### src/rtl/inst_fetch.sv
`default_nettype none
// ============================================================================
// Module      : inst_fetch
// Description : Instruction fetch unit. Issues in-order word reads to
//               instruction memory, buffers returned words with their PC in a
//               prefetch FIFO, and presents them through a valid/ready
//               handshake. A PC redirect flushes the stale fetch stream.
// Revision    : 1.0 - initial release
// ============================================================================
module inst_fetch #(
  parameter logic [31:0] RESET_PC   = 32'h0000_0000,
  parameter int          FIFO_DEPTH = 4
) (
  input  logic        iClk,
  input  logic        iRst,
  output logic        oMemReq,
  output logic [31:0] oMemAddr,
  input  logic        iMemGnt,
  input  logic        iMemRvalid,
  input  logic [31:0] iMemRdata,
  input  logic        iRedirect,
  input  logic [31:0] iRedirectPc,
  output logic [31:0] oInst,
  output logic [31:0] oPc,
  output logic        oInstValid,
  input  logic        iInstReady
);

  localparam int c_AW = $clog2(FIFO_DEPTH);
  localparam int c_CW = c_AW + 1;
  localparam logic [c_CW:0] c_DEPTH = FIFO_DEPTH[c_CW:0];

  typedef enum logic [0:0] {
    ST_FETCH = 1'b0,
    ST_FLUSH = 1'b1
  } state_t;

  state_t            r_state;
  logic [31:0]       r_pc;        // next request address
  logic [31:0]       r_rsp_pc;    // PC of the oldest live in-flight request
  logic              r_req;
  logic              r_valid;
  logic [c_CW-1:0]   r_inflight;
  logic [c_CW-1:0]   r_discard;
  logic [c_CW-1:0]   r_count;
  logic [c_AW-1:0]   r_rd;
  logic [c_AW-1:0]   r_wr;
  logic [31:0]       r_data [FIFO_DEPTH];
  logic [31:0]       r_pcq  [FIFO_DEPTH];

  logic              w_gnt;
  logic              w_consume;
  logic              w_push;
  logic              w_pop;
  logic [31:0]       w_redirect_pc;
  state_t            w_state_n;
  logic [c_CW-1:0]   w_inflight_n;
  logic [c_CW-1:0]   w_discard_n;
  logic [c_CW-1:0]   w_count_n;
  logic [c_CW:0]     w_used_n;
  logic              w_req_n;

  // A response only counts when something is outstanding; orphans are ignored.
  assign w_gnt         = r_req & iMemGnt;
  assign w_consume     = iMemRvalid & ((r_inflight != '0) | (r_discard != '0));
  assign w_push        = w_consume & (r_state == ST_FETCH) & ~iRedirect;
  assign w_pop         = r_valid & iInstReady;
  assign w_redirect_pc = iRedirectPc & ~32'h0000_0003;

  // Next-state values for the fetch/flush controller and the credit counters.
  always_comb begin
    w_state_n    = r_state;
    w_inflight_n = r_inflight;
    w_discard_n  = r_discard;
    w_count_n    = r_count;
    if (iRedirect) begin
      // Every outstanding word, including one granted right now, becomes stale.
      w_discard_n  = r_discard + r_inflight + c_CW'(w_gnt) - c_CW'(w_consume);
      w_inflight_n = '0;
      w_count_n    = '0;
      w_state_n    = (w_discard_n != '0) ? ST_FLUSH : ST_FETCH;
    end else if (r_state == ST_FLUSH) begin
      w_discard_n  = r_discard - c_CW'(w_consume);
      w_count_n    = r_count - c_CW'(w_pop);
      w_state_n    = (w_discard_n == '0) ? ST_FETCH : ST_FLUSH;
    end else begin
      w_inflight_n = r_inflight + c_CW'(w_gnt) - c_CW'(w_push);
      w_count_n    = r_count + c_CW'(w_push) - c_CW'(w_pop);
    end
    w_used_n = {1'b0, w_count_n} + {1'b0, w_inflight_n};
    w_req_n  = (w_state_n == ST_FETCH) && (w_used_n < c_DEPTH);
  end

  // Controller state, counters, PCs, FIFO pointers and registered outputs.
  always_ff @(posedge iClk or posedge iRst) begin
    if (iRst) begin
      r_state    <= ST_FETCH;
      r_pc       <= RESET_PC;
      r_rsp_pc   <= RESET_PC;
      r_req      <= 1'b0;
      r_valid    <= 1'b0;
      r_inflight <= '0;
      r_discard  <= '0;
      r_count    <= '0;
      r_rd       <= '0;
      r_wr       <= '0;
    end else begin
      r_state    <= w_state_n;
      r_inflight <= w_inflight_n;
      r_discard  <= w_discard_n;
      r_count    <= w_count_n;
      r_req      <= w_req_n;
      r_valid    <= (w_count_n != '0);
      if (iRedirect) begin
        r_pc <= w_redirect_pc;
      end else if (w_gnt) begin
        r_pc <= r_pc + 32'd4;
      end
      if (iRedirect) begin
        r_rsp_pc <= w_redirect_pc;
      end else if (w_push) begin
        r_rsp_pc <= r_rsp_pc + 32'd4;
      end
      if (iRedirect) begin
        r_rd <= '0;
        r_wr <= '0;
      end else begin
        if (w_push) r_wr <= r_wr + c_AW'(1);
        if (w_pop)  r_rd <= r_rd + c_AW'(1);
      end
    end
  end

  // Prefetch FIFO storage: instruction word and its PC.
  always_ff @(posedge iClk or posedge iRst) begin
    if (iRst) begin
      for (int i = 0; i < FIFO_DEPTH; i++) begin
        r_data[i] <= '0;
        r_pcq[i]  <= '0;
      end
    end else if (w_push) begin
      r_data[r_wr] <= iMemRdata;
      r_pcq[r_wr]  <= r_rsp_pc;
    end
  end

  assign oMemReq    = r_req;
  assign oMemAddr   = r_pc;
  assign oInst      = r_data[r_rd];
  assign oPc        = r_pcq[r_rd];
  assign oInstValid = r_valid;

`ifndef SYNTHESIS
  // Read data with nothing outstanding is a memory-side protocol error.
  a_no_orphan_rsp : assert property (@(posedge iClk) disable iff (iRst)
    iMemRvalid |-> ((r_inflight != '0) || (r_discard != '0)));
`endif

endmodule
`default_nettype wire

### config.mk
export PLATFORM = sky130hd
export DESIGN_NAME = inst_fetch
export DESIGN_NICKNAME = d
export VERILOG_FILES = /design/src/rtl/inst_fetch.sv
export SDC_FILE = /design/constraint.sdc
export NUM_CORES = 1
export LEC_CHECK = 0
export CAP_MARGIN = 30
export CORE_MARGIN = 5
export CORE_UTILIZATION = 51
export DETAILED_ROUTE_END_ITERATION = 10
export GPL_TIMING_DRIVEN = 0
export PLACE_DENSITY_LB_ADDON = 0.05
export SLEW_MARGIN = 20
export SYNTH_ARGS = -nofsm -noshare
export SYNTH_HDL_FRONTEND = slang
export SYNTH_SLANG_ARGS = --single-unit
### constraint.sdc
create_clock -name iClk -period 10.05 [get_ports iClk]
set_clock_uncertainty 0.2 [all_clocks]
set_input_delay 1.005 -clock iClk [delete_from_list [all_inputs] [get_ports iClk]]
set_output_delay 1.005 -clock iClk [all_outputs]
set_load 0.005 [all_outputs]
==> impl_results.md, run 1 <==
- Critical Path Sink Type: register
- Register area share after synthesis: 53.6%
- Top Ports: 168
- Detailed Routing Iterations Pass 1: 4
- DRC Markers: 0
- CTS tree: done
- R2R cell count: 12
- PwrDens: approximately 240 mW/mm^2
- Met2 GRT Util: 35.0%
- Worst Tran Pin Value: 0.882 ns
- Most Used Layer, Global Route: met2
- Largest stage delay, worst path: 0.62 ns
- Die Y: 182 microns
- Area fraction of the dominant cell type after synthesis: 53.6%
- Most numerous cell in the Yosys netlist: dfrtp_1
- Register bit total from synthesis: 324
- Yosys warning count: 0
- Synthesized instance count: 1064
- Area growth syn-to-layout: 23.1%
- Distinct cell type count after synthesis: 44
- CTS Hold Bufs: 0
- FP Rows: 63
- Worst R2R Setup Slack: 6.10 ns
- Final period util: 47.0%
- Cells along the critical path: clkdlybuf4s50_1 > inv_1 > clkbuf_1 > and2_1 > xnor2_1 > ha_1 > fa_1 > xor2_1 > or3_1 > a21oi_1 > ha_1 > or3_1 > a311oi_1
- Critical path arrival: approximately 4.9 ns
- Number of flops mapped to enable cells by yosys: 0
- Leakage power: 8.28 nW
- Critical R2R Launch: r_discard[0]
- Final ANT Viol Nets: 0
- Slew HR: 40.7%
- Peak Freq: between 0.2 and 0.25 GHz
- Setup repair bufs after CTS: 0
- GRT Total Usage: 21.4%
- Antenna diode count: 0
- Met3 Use GR: 3.63%
- Hpwl dp: ~25000 microns
- Layout filler cell count: 2285
- Critical path's slowest cell: clkdlybuf4s50_1
- CTS Buf Count: 37
- Root buf cell: clkbuf_16
- Share of cells above drive strength 1: 35.1%
- Routed via count: 9446
- Hold crit path type: reg -> reg
- Clock period minus worst slack: 4.72 ns
- TritonCTS Sinks: 324
- Synth Cell Area: 0.0151 sq mm
- Hold depth: 1
- Post-synth ARST share: 100%
- Hold Crit Start: r_pcq[35]
- Initial cell density of the core: 51.3%
- CP startpoint: iRedirect
- CP Data Required Time: 10.25 ns
- Outcome: finished clean
- PortBufs: 161
- Largest cells by area after synthesis: dfrtp_1 (54%), mux2_2 (20%), mux4_2 (9.2%), xor2_1 (1.6%), xnor2_1 (1.5%)
- Final Wtd Congestion: roughly 0.85
- Critical path startpoint category: input pin
- Met1 GRT Util: between 30% and 40%
- Syn_area_per_cell: about 14 sq um
- Worst skew pair latency: approximately 0.5 ns
- Max VDD drop: 114 uV
- Area leader, netlist: dfrtp_1
- Crit path max fanout: 10
- Via density per instance: 5.60
- Largest net degree at the start of global routing: 33
- Max-cap violations: 0
- Vias in the first global route: 10200
- Final Hold Viols: 0
- Initial antenna violation count: 0
- Setup WS post-layout: 5.33 ns
- Top post-synthesis cells by count: dfrtp_1 (324), mux2_2 (270), mux4_2 (62)
- Die width: around 180 microns
- Most used DFF post-synth: dfrtp_1
- CTS Buffer Depth: 3
- WL/cell: 20.7 microns
- Worst slack at placement: approximately 4.9 ns
- Total Nets Final: 1368
- CTS resizes: 0
- Unrepaired setup endpoints after global routing: no
- DRT iter0 DRCs: 509
- Core Region: 0.0295 sq mm
- Clk pin slew, worst setup/hold paths: 0.06 ns
- Final setup fails: 0
- # H-tree levels: 2
- TNS Setup: 0 ns
- First-pass GRT wire length: 56900 microns
- Die area: 0.0332 sq mm
- Final count of pins violating max slew: 0
- Kind of critical path: in -> reg
- DRT Wirelength: about 35000 microns
- Remaining Overflow, GRT: 0
[area by class of cell]
| type | instances | area [sq um] | share of cell area (%) |
|---|---|---|---|
| sequential | 324 | 8110 | 43.5 |
| multi-input combinational | 652 | 6620 | 35.5 |
| timing repair buffer | 173 | 1860 | 9.98 |
| clock buffer | 53 | 1080 | 5.77 |
| tap | 390 | 488 | 2.62 |
| buffer | 69 | 340 | 1.83 |
| inverter | 22 | 86.3 | 0.463 |
| clock inverter | 5 | 57.6 | 0.309 |
[flip-flops by register name (all words and copies together) (netlist names)]
signal and flops:
r_rd 2, r_inflight 3, r_wr 2, r_discard 3, oMemAddr 30, r_rsp_pc 30
r_pcq 120, r_data 128, oInstValid 1, r_count 3, oMemReq 1, r_state 1
[stage by stage]
stage / cell area [sq um] / hold slack (ns) / power (mW) / utilization (%) / cells
after floorplan: 15200 / 0.275 / 2.55 / - / 1067
after detailed placement: 17500 / 0.290 / 3.17 / 59.4 / 1630
after global placement: 17300 / 0.284 / 3.13 / 58.5 / 1618
after CTS: 18600 / 0.303 / 4.46 / 63.2 / 1688
final: 18600 / 0.299 / 4.40 / 63.2 / 1688
after global routing: 18600 / 0.313 / 4.64 / 63.2 / 1688
[power breakdown]
group / switching, mW / internal, mW / leakage [nW]
logic: 0.490 / 0.850 / 3.52
registers: 0.183 / 1.60 / 4.20
clock network: 0.508 / 0.763 / 0.560
[final timing paths]
path / end
min in group asynchronous: r_data[72]
setup reg to reg: oMemReq
max in group asynchronous: r_pcq[89]
setup / recovery: oMemReq
hold / removal: r_pcq[35]
hold reg to reg: r_pcq[35]
[critical path: cells and delay by family]
kind                     cells  cell delay (ns)
AND/OR/NAND/NOR              3             0.93
adder cells (fa/ha/maj)      3             0.86
XOR/XNOR                     2             0.26
AO/OA/AOI/OAI                2             0.52
buffers and inverters        3             1.35
[metal layers]
layer / routed length, microns / up-vias
met4: 628 / 0
met1: 16000 / 4880
met5: 0 / -
li1: - / 4312
met3: 1530 / 49
met2: 16700 / 205
[placed cells by master, fill, tap and decap left out, drive strengths merged, types with 7 or more instances in the layout]
cell / netlist / routed
mux4: 62 / 62
clkbuf: 17 / 70
or3: 13 / 13
o21ai: 16 / 16
xor2: 27 / 27
nand4: 21 / 21
nand2: 30 / 30
dfrtp: 324 / 324
nand2b: 9 / 9
buf: 52 / 64
ha: 15 / 15
a21oi: 21 / 21
and3: 13 / 13
a31oi: 11 / 11
clkdlybuf4s50: 0 / 161
inv: 22 / 23
a21boi: 7 / 7
o31a: 9 / 9
mux2: 270 / 270
xnor2: 26 / 26
nand3: 23 / 23
nor2: 36 / 36
nor4: 9 / 9
[kinds of logic (layout without fill, tap and decap cells)]
kind of cell / after synthesis / after routing / share of synthesized area (%)
multiplexers: 337 / 337 / 29.6
flip-flops: 324 / 324 / 53.6
AND/OR/NAND/NOR: 166 / 166 / 6.09
buffers and inverters: 91 / 322 / 2.79
AO/OA/AOI/OAI: 73 / 73 / 3.06
XOR/XNOR: 53 / 53 / 3.07
adder cells (fa/ha/maj): 19 / 19 / 1.77
other: 1 / 4 / 0.0248
(Power assumes the default switching activity.)
==> inputs of run 2 (changes only) <==
clock period = 4.22 ns   (was 10.05 ns; I/O delays follow)
==> run 2 against run 1 <==
  * Critical path depth is 1 lower
  * Sequential share of layout area hardly changed
  * Core utilization hardly changed
  * Worst setup slack worse by 5.1 ns
  * Combinational power is 140% higher
  * Hold slack worse by 0.23 ns
  * Global-route usage stayed put
  * Wire length is 0.48% lower
  * Highest routed layer unchanged
  * Flip-flop and latch count stayed put
==> impl_results.md, run 2 (synthesis gave the netlist of run 1 again) <==
- TNS Setup: 0 ns
- Initial antenna violation count: 0
- Final count of pins violating max slew: 0
- Worst Tran Pin Value: 0.881 ns
- DRT iter0 DRCs: 573
- Hold crit path type: in -> async
- Top reg by flops: r_data
- Area growth syn-to-layout: 23.1%
- Critical path arrival: 4.15 ns
- Worst hold slack: 0.0691 ns
- Slew HR: between 40 and 50%
- CTS Buffer Depth: 3
- DRC Markers: 0
- Final setup fails: 0
- Worst slack at placement: -0.382 ns
- Worst skew pair latency: 0.51 ns
- Max VDD drop: 270 uV
- Die Y: 182 microns
- # H-tree levels: 2
- Die width: 182 microns
- Kind of critical path: reg -> reg
- Largest regs: r_data: 128 flops, r_pcq: 120 flops
- Final ANT Viol Nets: 0
- CTS resizes: 0
- WL/cell: 20.6 microns
- Share of cells above drive strength 1: 35.1%
- First-pass GRT wire length: ~57000 microns
- FF/Latch Area: between 0.008 and 0.009 sq mm
- TritonCTS Sinks: 324
- Vias in the first global route: about 10000
- Core Region: around 0.03 sq mm
- Leakage power: a little over 8 nW
- Most common cell after layout, fill and taps aside: dfrtp_1
- Via density per instance: roughly 5.6
- Largest stage delay, worst path: 0.42 ns
- Hpwl dp: between 20000 and 25000 microns
- Final Wtd Congestion: 0.850
- Top Ports: 168
- Unrepaired setup endpoints after global routing: no
- Final period util: 93.7%
- Final Hold Viols: 0
- Routed via count: 9434
- Total Nets Final: 1367
- Antenna diode count: 0
- Cells along the critical path: nor4_4 > a21oi_2 > and2_1 > xnor2_1 > ha_1 > fa_1 > xor2_1 > or3_1 > a21oi_1 > ha_1 > or3_1 > a311oi_1
- Largest net degree at the start of global routing: 33
- Layout filler cell count: 2284
- Critical Path Sink Type: register
- DRT Wirelength: 34700 microns
- Peak Freq: between 0.2 and 0.3 GHz
- Clock period minus worst slack: between 3 and 4 ns
- Outcome: finished clean
- CTS Buf Count: 37
- Critical path startpoint category: register
- Die area: 0.0332 sq mm
- Initial cell density of the core: between 50% and 60%
- Most frequent cells in the layout: dfrtp_1 (324), mux2_2 (270), clkdlybuf4s50_1 (161), mux4_2 (62), buf_2 (39)
- Setup repair bufs after CTS: 0
- Layout Cells excl Fill: 1687
- Detailed Routing Iterations Pass 1: 5
- PortBufs: about 160
- Root buf cell: clkbuf_16
- Critical path's slowest cell: dfrtp_1
- CTS tree: done
- Design Power: 10.5 mW
- GRT Total Usage: 21.4%
- Crit path max fanout: 10
- CTS Hold Bufs: 0
- FP Rows: 63
- Setup WS post-layout: 0.267 ns
- CP Data Required Time: 4.42 ns
- Max-cap violations: 0
- Area of the multi-input gates: 0.00662 sq mm
- Clk pin slew, worst setup/hold paths: around 0.060 ns
- Remaining Overflow, GRT: 0
- Largest register FFs: 128
- PwrDens: 562 mW/mm^2
- Placed Instances: 1630
[run 2: cell type report]
| class | count | share of cell area [%] |
|---|---|---|
| clock inverter | 5 | 0.309 |
| multi-input combinational | 652 | 35.5 |
| inverter | 22 | 0.463 |
| clock buffer | 53 | 5.78 |
| sequential | 324 | 43.5 |
| tap | 390 | 2.62 |
| buffer | 68 | 1.81 |
| timing repair buffer | 173 | 9.98 |
[run 2: final timing paths]
kind                                   start    endpoint  slack (ns)  cells past startpoint
worst max-delay path            r_discard[0]     oMemReq        0.27                     12
worst min-delay path                    iRst  r_data[72]        0.07                      2
worst max register to register  r_discard[0]     oMemReq        0.27                     12
worst min register to register     r_pcq[35]   r_pcq[35]        0.30                      1
max in group asynchronous               iRst   r_pcq[89]        2.23                      8
min in group iClk                  r_pcq[35]   r_pcq[35]        0.30                      1
[run 2: layer usage]
layer,track usage [%],up-vias,wire [microns]
li1,-,4313,-
met1,30.1,4860,15800
met2,35.0,210,16500
met3,3.63,51,1620
met4,5.40,0,713
met5,0,-,0
[run 2: where the power goes]
group | internal [mW] | total [mW] | switching [mW] | leakage [nW]
logic | 2.02 | 3.19 | 1.17 | 3.52
registers | 3.82 | 4.25 | 0.434 | 4.20
clock network | 1.82 | 3.03 | 1.21 | 0.560
[run 2: through the flow]
step                      util, %  area, sq um
after CTS                    63.2        18600
after global placement       58.5        17300
after global routing         63.2        18600
final                        63.2        18600
after floorplan                 -        15200
after detailed placement     59.4        17500
[run 2: critical path: cells and delay by family, from the launching register on]
| kind | cells | cell delay [ns] |
|---|---|---|
| flip-flops | 1 | 0.42 |
| XOR/XNOR | 2 | 0.30 |
| AO/OA/AOI/OAI | 3 | 0.76 |
| adder cells (fa/ha/maj) | 3 | 0.86 |
| AND/OR/NAND/NOR | 4 | 1.30 |
